==> src/rtl/riscv_pkg.sv <==
// Shared definitions for the fetch front end: datapath width, instruction size
// and fetch FSM encodings.
package riscv_pkg;
  localparam int XLEN       = 32;
  localparam int INST_BYTES = 4;

  typedef enum logic [1:0] {
    IF_IDLE = 2'd0,
    IF_REQ  = 2'd1,
    IF_DROP = 2'd2
  } if_state_e;
endpackage

==> src/rtl/ifetch_unit_fifo.sv <==
// Small instruction buffer holding {pc, inst} pairs. Synchronous reset clears the
// storage; flush only empties it.
module fetch_fifo #(
  parameter int WIDTH = 64,
  parameter int DEPTH = 2
) (
  input  logic                   clk,
  input  logic                   rst,
  input  logic                   push,
  input  logic                   pop,
  input  logic                   flush,
  input  logic [WIDTH-1:0]       wdata,
  output logic [WIDTH-1:0]       head,
  output logic [$clog2(DEPTH):0] count
);
  localparam int AW = $clog2(DEPTH);
  localparam int CW = AW + 1;

  logic [WIDTH-1:0] mem_r [DEPTH];
  logic [AW-1:0]    rd_ptr_r;
  logic [AW-1:0]    wr_ptr_r;
  logic [CW-1:0]    count_r;

  // Storage, pointers and occupancy; DEPTH is a power of two so pointers wrap naturally.
  always_ff @(posedge clk) begin
    if (rst) begin
      for (int i = 0; i < DEPTH; i++) mem_r[i] <= '0;
      rd_ptr_r <= '0;
      wr_ptr_r <= '0;
      count_r  <= '0;
    end else if (flush) begin
      rd_ptr_r <= '0;
      wr_ptr_r <= '0;
      count_r  <= '0;
    end else begin
      if (push) begin
        mem_r[wr_ptr_r] <= wdata;
        wr_ptr_r        <= wr_ptr_r + AW'(1);
      end
      if (pop) begin
        rd_ptr_r <= rd_ptr_r + AW'(1);
      end
      count_r <= count_r + CW'(push) - CW'(pop);
    end
  end

  assign head  = mem_r[rd_ptr_r];
  assign count = count_r;
endmodule

==> src/rtl/ifetch_unit.sv <==
// Instruction fetch stage: owns the PC, issues one outstanding imem request at a
// time, buffers returned words and restarts on redirect.
module ifetch_unit
  import riscv_pkg::*;
#(
  parameter logic [31:0] RESET_PC = 32'h0000_0000,
  parameter int          DEPTH    = 2
) (
  input  logic        clk,
  input  logic        rst,
  output logic        imem_req,
  output logic [31:0] imem_addr,
  input  logic        imem_ack,
  input  logic [31:0] imem_rdata,
  output logic [31:0] inst,
  output logic [31:0] inst_pc,
  output logic        inst_valid,
  input  logic        inst_ready,
  input  logic        redirect,
  input  logic [31:0] redirect_pc
);
  localparam int             CW      = $clog2(DEPTH) + 1;
  localparam logic [CW-1:0]  DEPTH_C = CW'(DEPTH);
  localparam logic [XLEN-1:0] PC_MASK = ~(XLEN'(INST_BYTES) - XLEN'(1));

  if_state_e         state_r;
  logic [XLEN-1:0]   fetch_pc_r;
  logic [XLEN-1:0]   hold_addr_r;
  logic              push_s;
  logic              pop_s;
  logic [CW-1:0]     count_s;
  logic [CW-1:0]     count_next_s;
  logic [2*XLEN-1:0] head_s;

  // Redirect overrides both FIFO ports in the cycle it is asserted.
  always_comb begin
    pop_s        = inst_valid && inst_ready && !redirect;
    push_s       = (state_r == IF_REQ) && imem_ack && !redirect;
    count_next_s = count_s + CW'(push_s) - CW'(pop_s);
  end

  // Fetch FSM, PC and held address of a request that is being discarded.
  always_ff @(posedge clk) begin
    if (rst) begin
      state_r     <= IF_IDLE;
      fetch_pc_r  <= RESET_PC;
      hold_addr_r <= '0;
    end else if (redirect) begin
      fetch_pc_r <= redirect_pc & PC_MASK;
      if ((state_r == IF_REQ || state_r == IF_DROP) && !imem_ack) begin
        state_r <= IF_DROP;
        if (state_r == IF_REQ) hold_addr_r <= fetch_pc_r;
      end else begin
        state_r <= IF_REQ;
      end
    end else begin
      case (state_r)
        IF_IDLE: if (count_s < DEPTH_C) state_r <= IF_REQ;
        IF_REQ: begin
          if (imem_ack) begin
            fetch_pc_r <= fetch_pc_r + XLEN'(INST_BYTES);
            state_r    <= (count_next_s < DEPTH_C) ? IF_REQ : IF_IDLE;
          end
        end
        IF_DROP: if (imem_ack) state_r <= IF_REQ;
        default: state_r <= IF_IDLE;
      endcase
    end
  end

  assign imem_req   = (state_r == IF_REQ) || (state_r == IF_DROP);
  assign imem_addr  = (state_r == IF_DROP) ? hold_addr_r : fetch_pc_r;
  assign inst_valid = (count_s != '0);
  assign inst_pc    = head_s[2*XLEN-1:XLEN];
  assign inst       = head_s[XLEN-1:0];

  fetch_fifo #(
    .WIDTH(2 * XLEN),
    .DEPTH(DEPTH)
  ) u_fifo (
    .clk  (clk),
    .rst  (rst),
    .push (push_s),
    .pop  (pop_s),
    .flush(redirect),
    .wdata({fetch_pc_r, imem_rdata}),
    .head (head_s),
    .count(count_s)
  );
endmodule

==> config.mk <==
export PLATFORM = sky130hd
export DESIGN_NAME = ifetch_unit
export DESIGN_NICKNAME = d
export VERILOG_FILES = /design/src/rtl/riscv_pkg.sv /design/src/rtl/ifetch_unit_fifo.sv /design/src/rtl/ifetch_unit.sv
export SDC_FILE = /design/constraint.sdc
export NUM_CORES = 1
export LEC_CHECK = 0
export CAP_MARGIN = 20
export CELL_PAD_IN_SITES_DETAIL_PLACEMENT = 2
export CELL_PAD_IN_SITES_GLOBAL_PLACEMENT = 2
export CORE_MARGIN = 2
export CORE_UTILIZATION = 30
export DETAILED_ROUTE_END_ITERATION = 12
export GPL_TIMING_DRIVEN = 1
export PLACE_DENSITY_LB_ADDON = 0.1
export SYNTH_ARGS = -nofsm -noshare
export SYNTH_HDL_FRONTEND = slang
export SYNTH_SLANG_ARGS = --single-unit
export TNS_END_PERCENT = 5
==> constraint.sdc <==
create_clock -name clk -period 16.4 [get_ports clk]
set_clock_uncertainty 0.2 [all_clocks]
set_input_delay 3.28 -clock clk [delete_from_list [all_inputs] [get_ports clk]]
set_output_delay 3.28 -clock clk [all_outputs]
set_load 0.01 [all_outputs]
==> flow_summary.rst <==
.. list-table::
   :header-rows: 1

   * - Metric
     - Value
   * - Worst skew pair latency
     - 0.44 ns
   * - Cell Rows
     - 63
   * - Proportion of layout cells with a drive suffix above 1
     - 15.77%
   * - Number of nets in the layout
     - 995
   * - Buffer depth of the longest clock path
     - 2
   * - Final non-filler cell area
     - 0.01153 mm2
   * - Wire length on met1
     - 13070 um
   * - Number of detailed-route iterations in the first pass
     - 4
   * - Setup TNS after final layout
     - 0 ns
   * - Horiz. Die Dim
     - 177.5 um
   * - Static Leakage
     - 4.250 nW
   * - Simple-Gate Fraction of Synth Area
     - 19.25%
   * - Count of hold buffers inserted by post-cts repair
     - 0
   * - Mapped Area
     - 0.009030 mm2
   * - Highest-count cells in the layout ignoring fill and taps
     - 159 x clkdlybuf4s50_1, 124 x edfxtp_1, 91 x mux2_2
   * - Post-CTS setup buffers
     - 0
   * - Unique cell type count in the Yosys netlist
     - 55
   * - Largest vdd supply drop
     - 55.75 uV
   * - Crit-path cells
     - clkdlybuf4s50_1 -> nand2_1 -> nor3_2 -> buf_4 -> nand2_1 -> nand2_2 -> buf_4
   * - Residual DRC
     - 0
   * - Adder and majority cell fraction of the synthesized area
     - 0.9699%
   * - Max-cap violations
     - 0
   * - Wire length of the first global-routing pass
     - 42720 um
   * - Diode count
     - 0
   * - Dominant combinational cell family by area after synthesis
     - simple AND/OR/NAND/NOR gates
   * - Highest Signal Layer
     - met4
   * - Vias in the first global route
     - 7350
   * - Post-synthesis average cell area
     - 11.26 um2
   * - Routability congestion estimate from global placement
     - 0.7445
   * - Final hold slack
     - 0.2564 ns
   * - Sequential element share of the synthesized area
     - 56.09%
   * - Worst path top cell family by delay
     - buffers and inverters
   * - Number of vias after detailed routing
     - 6645
   * - CP required
     - 16.26 ns
   * - Fmax achieved
     - 161.2 MHz
   * - Buffers added on ports
     - 160
   * - Share of flip-flops with an asynchronous set or reset
     - 0%
   * - Final setup violation count
     - 0
   * - Worst slew pin tran
     - 0.9070 ns
   * - Setup crit start kind
     - input pin
   * - CTS Root Cell
     - clkbuf_16
   * - Average wire per cell in the routed design
     - 20.59 um
   * - Synthesis Warnings
     - 0
   * - Most frequent standard cell in the layout excluding fill and tap cells
     - clkdlybuf4s50_1
   * - Area used by sequential logic in the layout
     - 0.005067 mm2
   * - Endpoint class of the critical path
     - flip-flop
   * - DIE AREA
     - 0.03150 mm2
   * - Number of CTS-inserted buffers
     - 17
   * - Count of pins over their slew limit
     - 0
   * - Number of antenna violations at the first check in global routing
     - 0
   * - Maximum fanout count along the critical path
     - 67
   * - Total congestion overflow
     - 0
   * - Die Y-Extent
     - 177.5 um
   * - Number of DRC violations after detailed-routing iteration 0
     - 333
   * - Clock-pin transition on the worst setup and hold timing paths
     - 0.07 ns
   * - Number of ports placed on the die boundary
     - 167
   * - Area growth syn-to-layout
     - 27.64%
   * - DP Worst Slack
     - 9.668 ns
   * - Portion of netlist area occupied by mux cells
     - 11.35%
   * - PD cells
     - 93.91 mW/mm2
   * - Multi-input combinational cell area
     - 0.003623 mm2
   * - Synth Area in Compound Gates
     - 6.526%
   * - CTS tree
     - built
   * - Critical path's slowest cell
     - buf_4
   * - Via density
     - 5.026
   * - Cell count along the critical path
     - 7
   * - Final core utilization
     - 38.89%
   * - Arrival time of the worst setup path
     - 6.06 ns
   * - Setup repair after global routing missed its margin
     - no
   * - Outcome
     - finished, final reports clean
   * - Hold Path Cell Cnt
     - 2
   * - Placed cell areas
     - 0.01092 mm2
   * - WP buf/inv
     - 3
   * - Number of enable flip-flop cells after synthesis
     - 124
   * - Half-perimeter wire length after detailed placement
     - 17870 um
   * - Path type of the worst setup path
     - input pin to flip-flop
   * - Pin count of the biggest net entering global routing
     - 69
   * - Final wirelength
     - 27220 um
   * - Final hold viol count
     - 0
   * - Maximum single-stage delay on the critical path
     - 0.72 ns
   * - Count of antenna-violating nets left after detailed routing
     - 0
   * - Fill cell instance count of the final layout
     - 3088
   * - Flop and latch count out of synthesis
     - 191
   * - Routed wl met3
     - 930 um
   * - Worst rel slew slack
     - 39.53%
   * - Count of cells resized by post-cts repair
     - 0
   * - Routed length on met2
     - 13030 um
   * - H-tree depth
     - 4
   * - Synthesized instance count
     - 802
   * - R2R cell count
     - 8
   * - Min-delay worst type
     - flip-flop to flip-flop
   * - Combined global-route utilization of all metal layers
     - 17.61%
   * - Sinks on the clock net
     - 191
   * - Time the final worst path needs with I/O delays and setup
     - 6.205 ns
   * - Xor and xnor fraction of the mapped netlist area
     - 1.552%
   * - Setup slack, reg-to-reg
     - 12.85 ns
   * - Most used flip-flop cell after synthesis
     - edfxtp_1
   * - Least setup slack across all paths after layout
     - 10.19 ns
   * - Final period util
     - 37.84%
   * - Starting density of the core
     - 30.47%
   * - Core area
     - 0.02964 mm2
-- power by group --
group / switching (mW) / total [mW] / internal, mW
clock network: 0.205 / 0.407 / 0.202
registers: 0.0199 / 0.553 / 0.533
logic: 0.0591 / 0.122 / 0.0633
-- cells by family after synthesis --
logic type / count (synthesis)
compound gates: 86
xor+xnor: 16
fa+ha+maj: 7
buf+inv: 89
flops: 191
mux: 91
other cells: 1
simple gates: 321
-- Yosys cell counts (all sizes together) (2+ instances only) --
library cell / n / area [um2]
edfxtp: 124 / 3724
nor3: 10 / 55.05
o2111a: 2 / 22.52
mux2: 91 / 1025
o311ai: 2 / 17.52
a211oi: 13 / 97.59
a221o: 2 / 20.02
nor4: 8 / 50.05
and2: 63 / 394.1
o31ai: 2 / 15.01
o211ai: 5 / 37.54
or4: 4 / 30.03
ha: 7 / 87.58
and4: 7 / 66.31
or3: 4 / 25.02
clkbuf: 58 / 217.7
o41ai: 2 / 17.52
dfxtp: 67 / 1341
buf: 19 / 118.9
xor2: 8 / 70.07
or4b: 2 / 20.02
nor2: 33 / 123.9
inv: 11 / 41.29
a311oi: 5 / 43.79
a2111oi: 4 / 42.54
xnor2: 8 / 70.07
a21oi: 36 / 180.2
o21ai: 4 / 20.02
nand3: 14 / 70.07
nand2: 88 / 330.3
nand4: 12 / 90.09
and3: 72 / 450.4
-- worst paths after layout --
| check | startpoint | to |
|---|---|---|
| worst min-delay path | hold_addr_r[18]$_SDFFE_PP0P_ | hold_addr_r[18]$_SDFFE_PP0P_ |
| worst max-delay path | imem_ack | u_fifo.mem_r[1][31]$_SDFFCE_PN0P_ |
| worst min register to register | hold_addr_r[18]$_SDFFE_PP0P_ | hold_addr_r[18]$_SDFFE_PP0P_ |
| worst max register to register | state_r[1]$_SDFFE_PP0P_ | u_fifo.mem_r[1][31]$_SDFFCE_PN0P_ |
-- metrics by stage --
step,total power [mW],cells
floorplan,0.6152,805
global placement,0.6808,1286
detailed placement,0.6874,1288
CTS,1.097,1320
global route,1.127,1322
finish,1.082,1322
-- metal layers --
metal | global-route usage, % | vias up
met5 | 0 | -
met4 | 3.142 | 0
met3 | 2.978 | 15
met2 | 29.54 | 134
met1 | 24.08 | 3370
li1 | - | 3126
-- tightest hold or removal path: cells and delay by family, from the launching register on --
kind               cells  cell delay (ns)
AOI/OAI and AO/OA      1             0.05
DFF                    1             0.31
and+or+nand+nor        1             0.05
-- registers in the layout, indices dropped and copies added, names as in the netlist, named ones only --
register	flops
fetch_pc_r	30
u_fifo.count	2
u_fifo.wr_ptr_r	1
hold_addr_r	30
state_r	2
u_fifo.rd_ptr_r	1
u_fifo.mem_r	124
-- cell type report --
| class | count | area share [%] |
|---|---|---|
| sequential | 191 | 43.96 |
| inverter | 12 | 0.3908 |
| tap | 390 | 4.234 |
| timing repair buffer | 172 | 14.98 |
| clock inverter | 15 | 1.303 |
| multi-input combinational | 525 | 31.44 |
| clock buffer | 17 | 3.691 |
(Power assumes the default switching activity.)
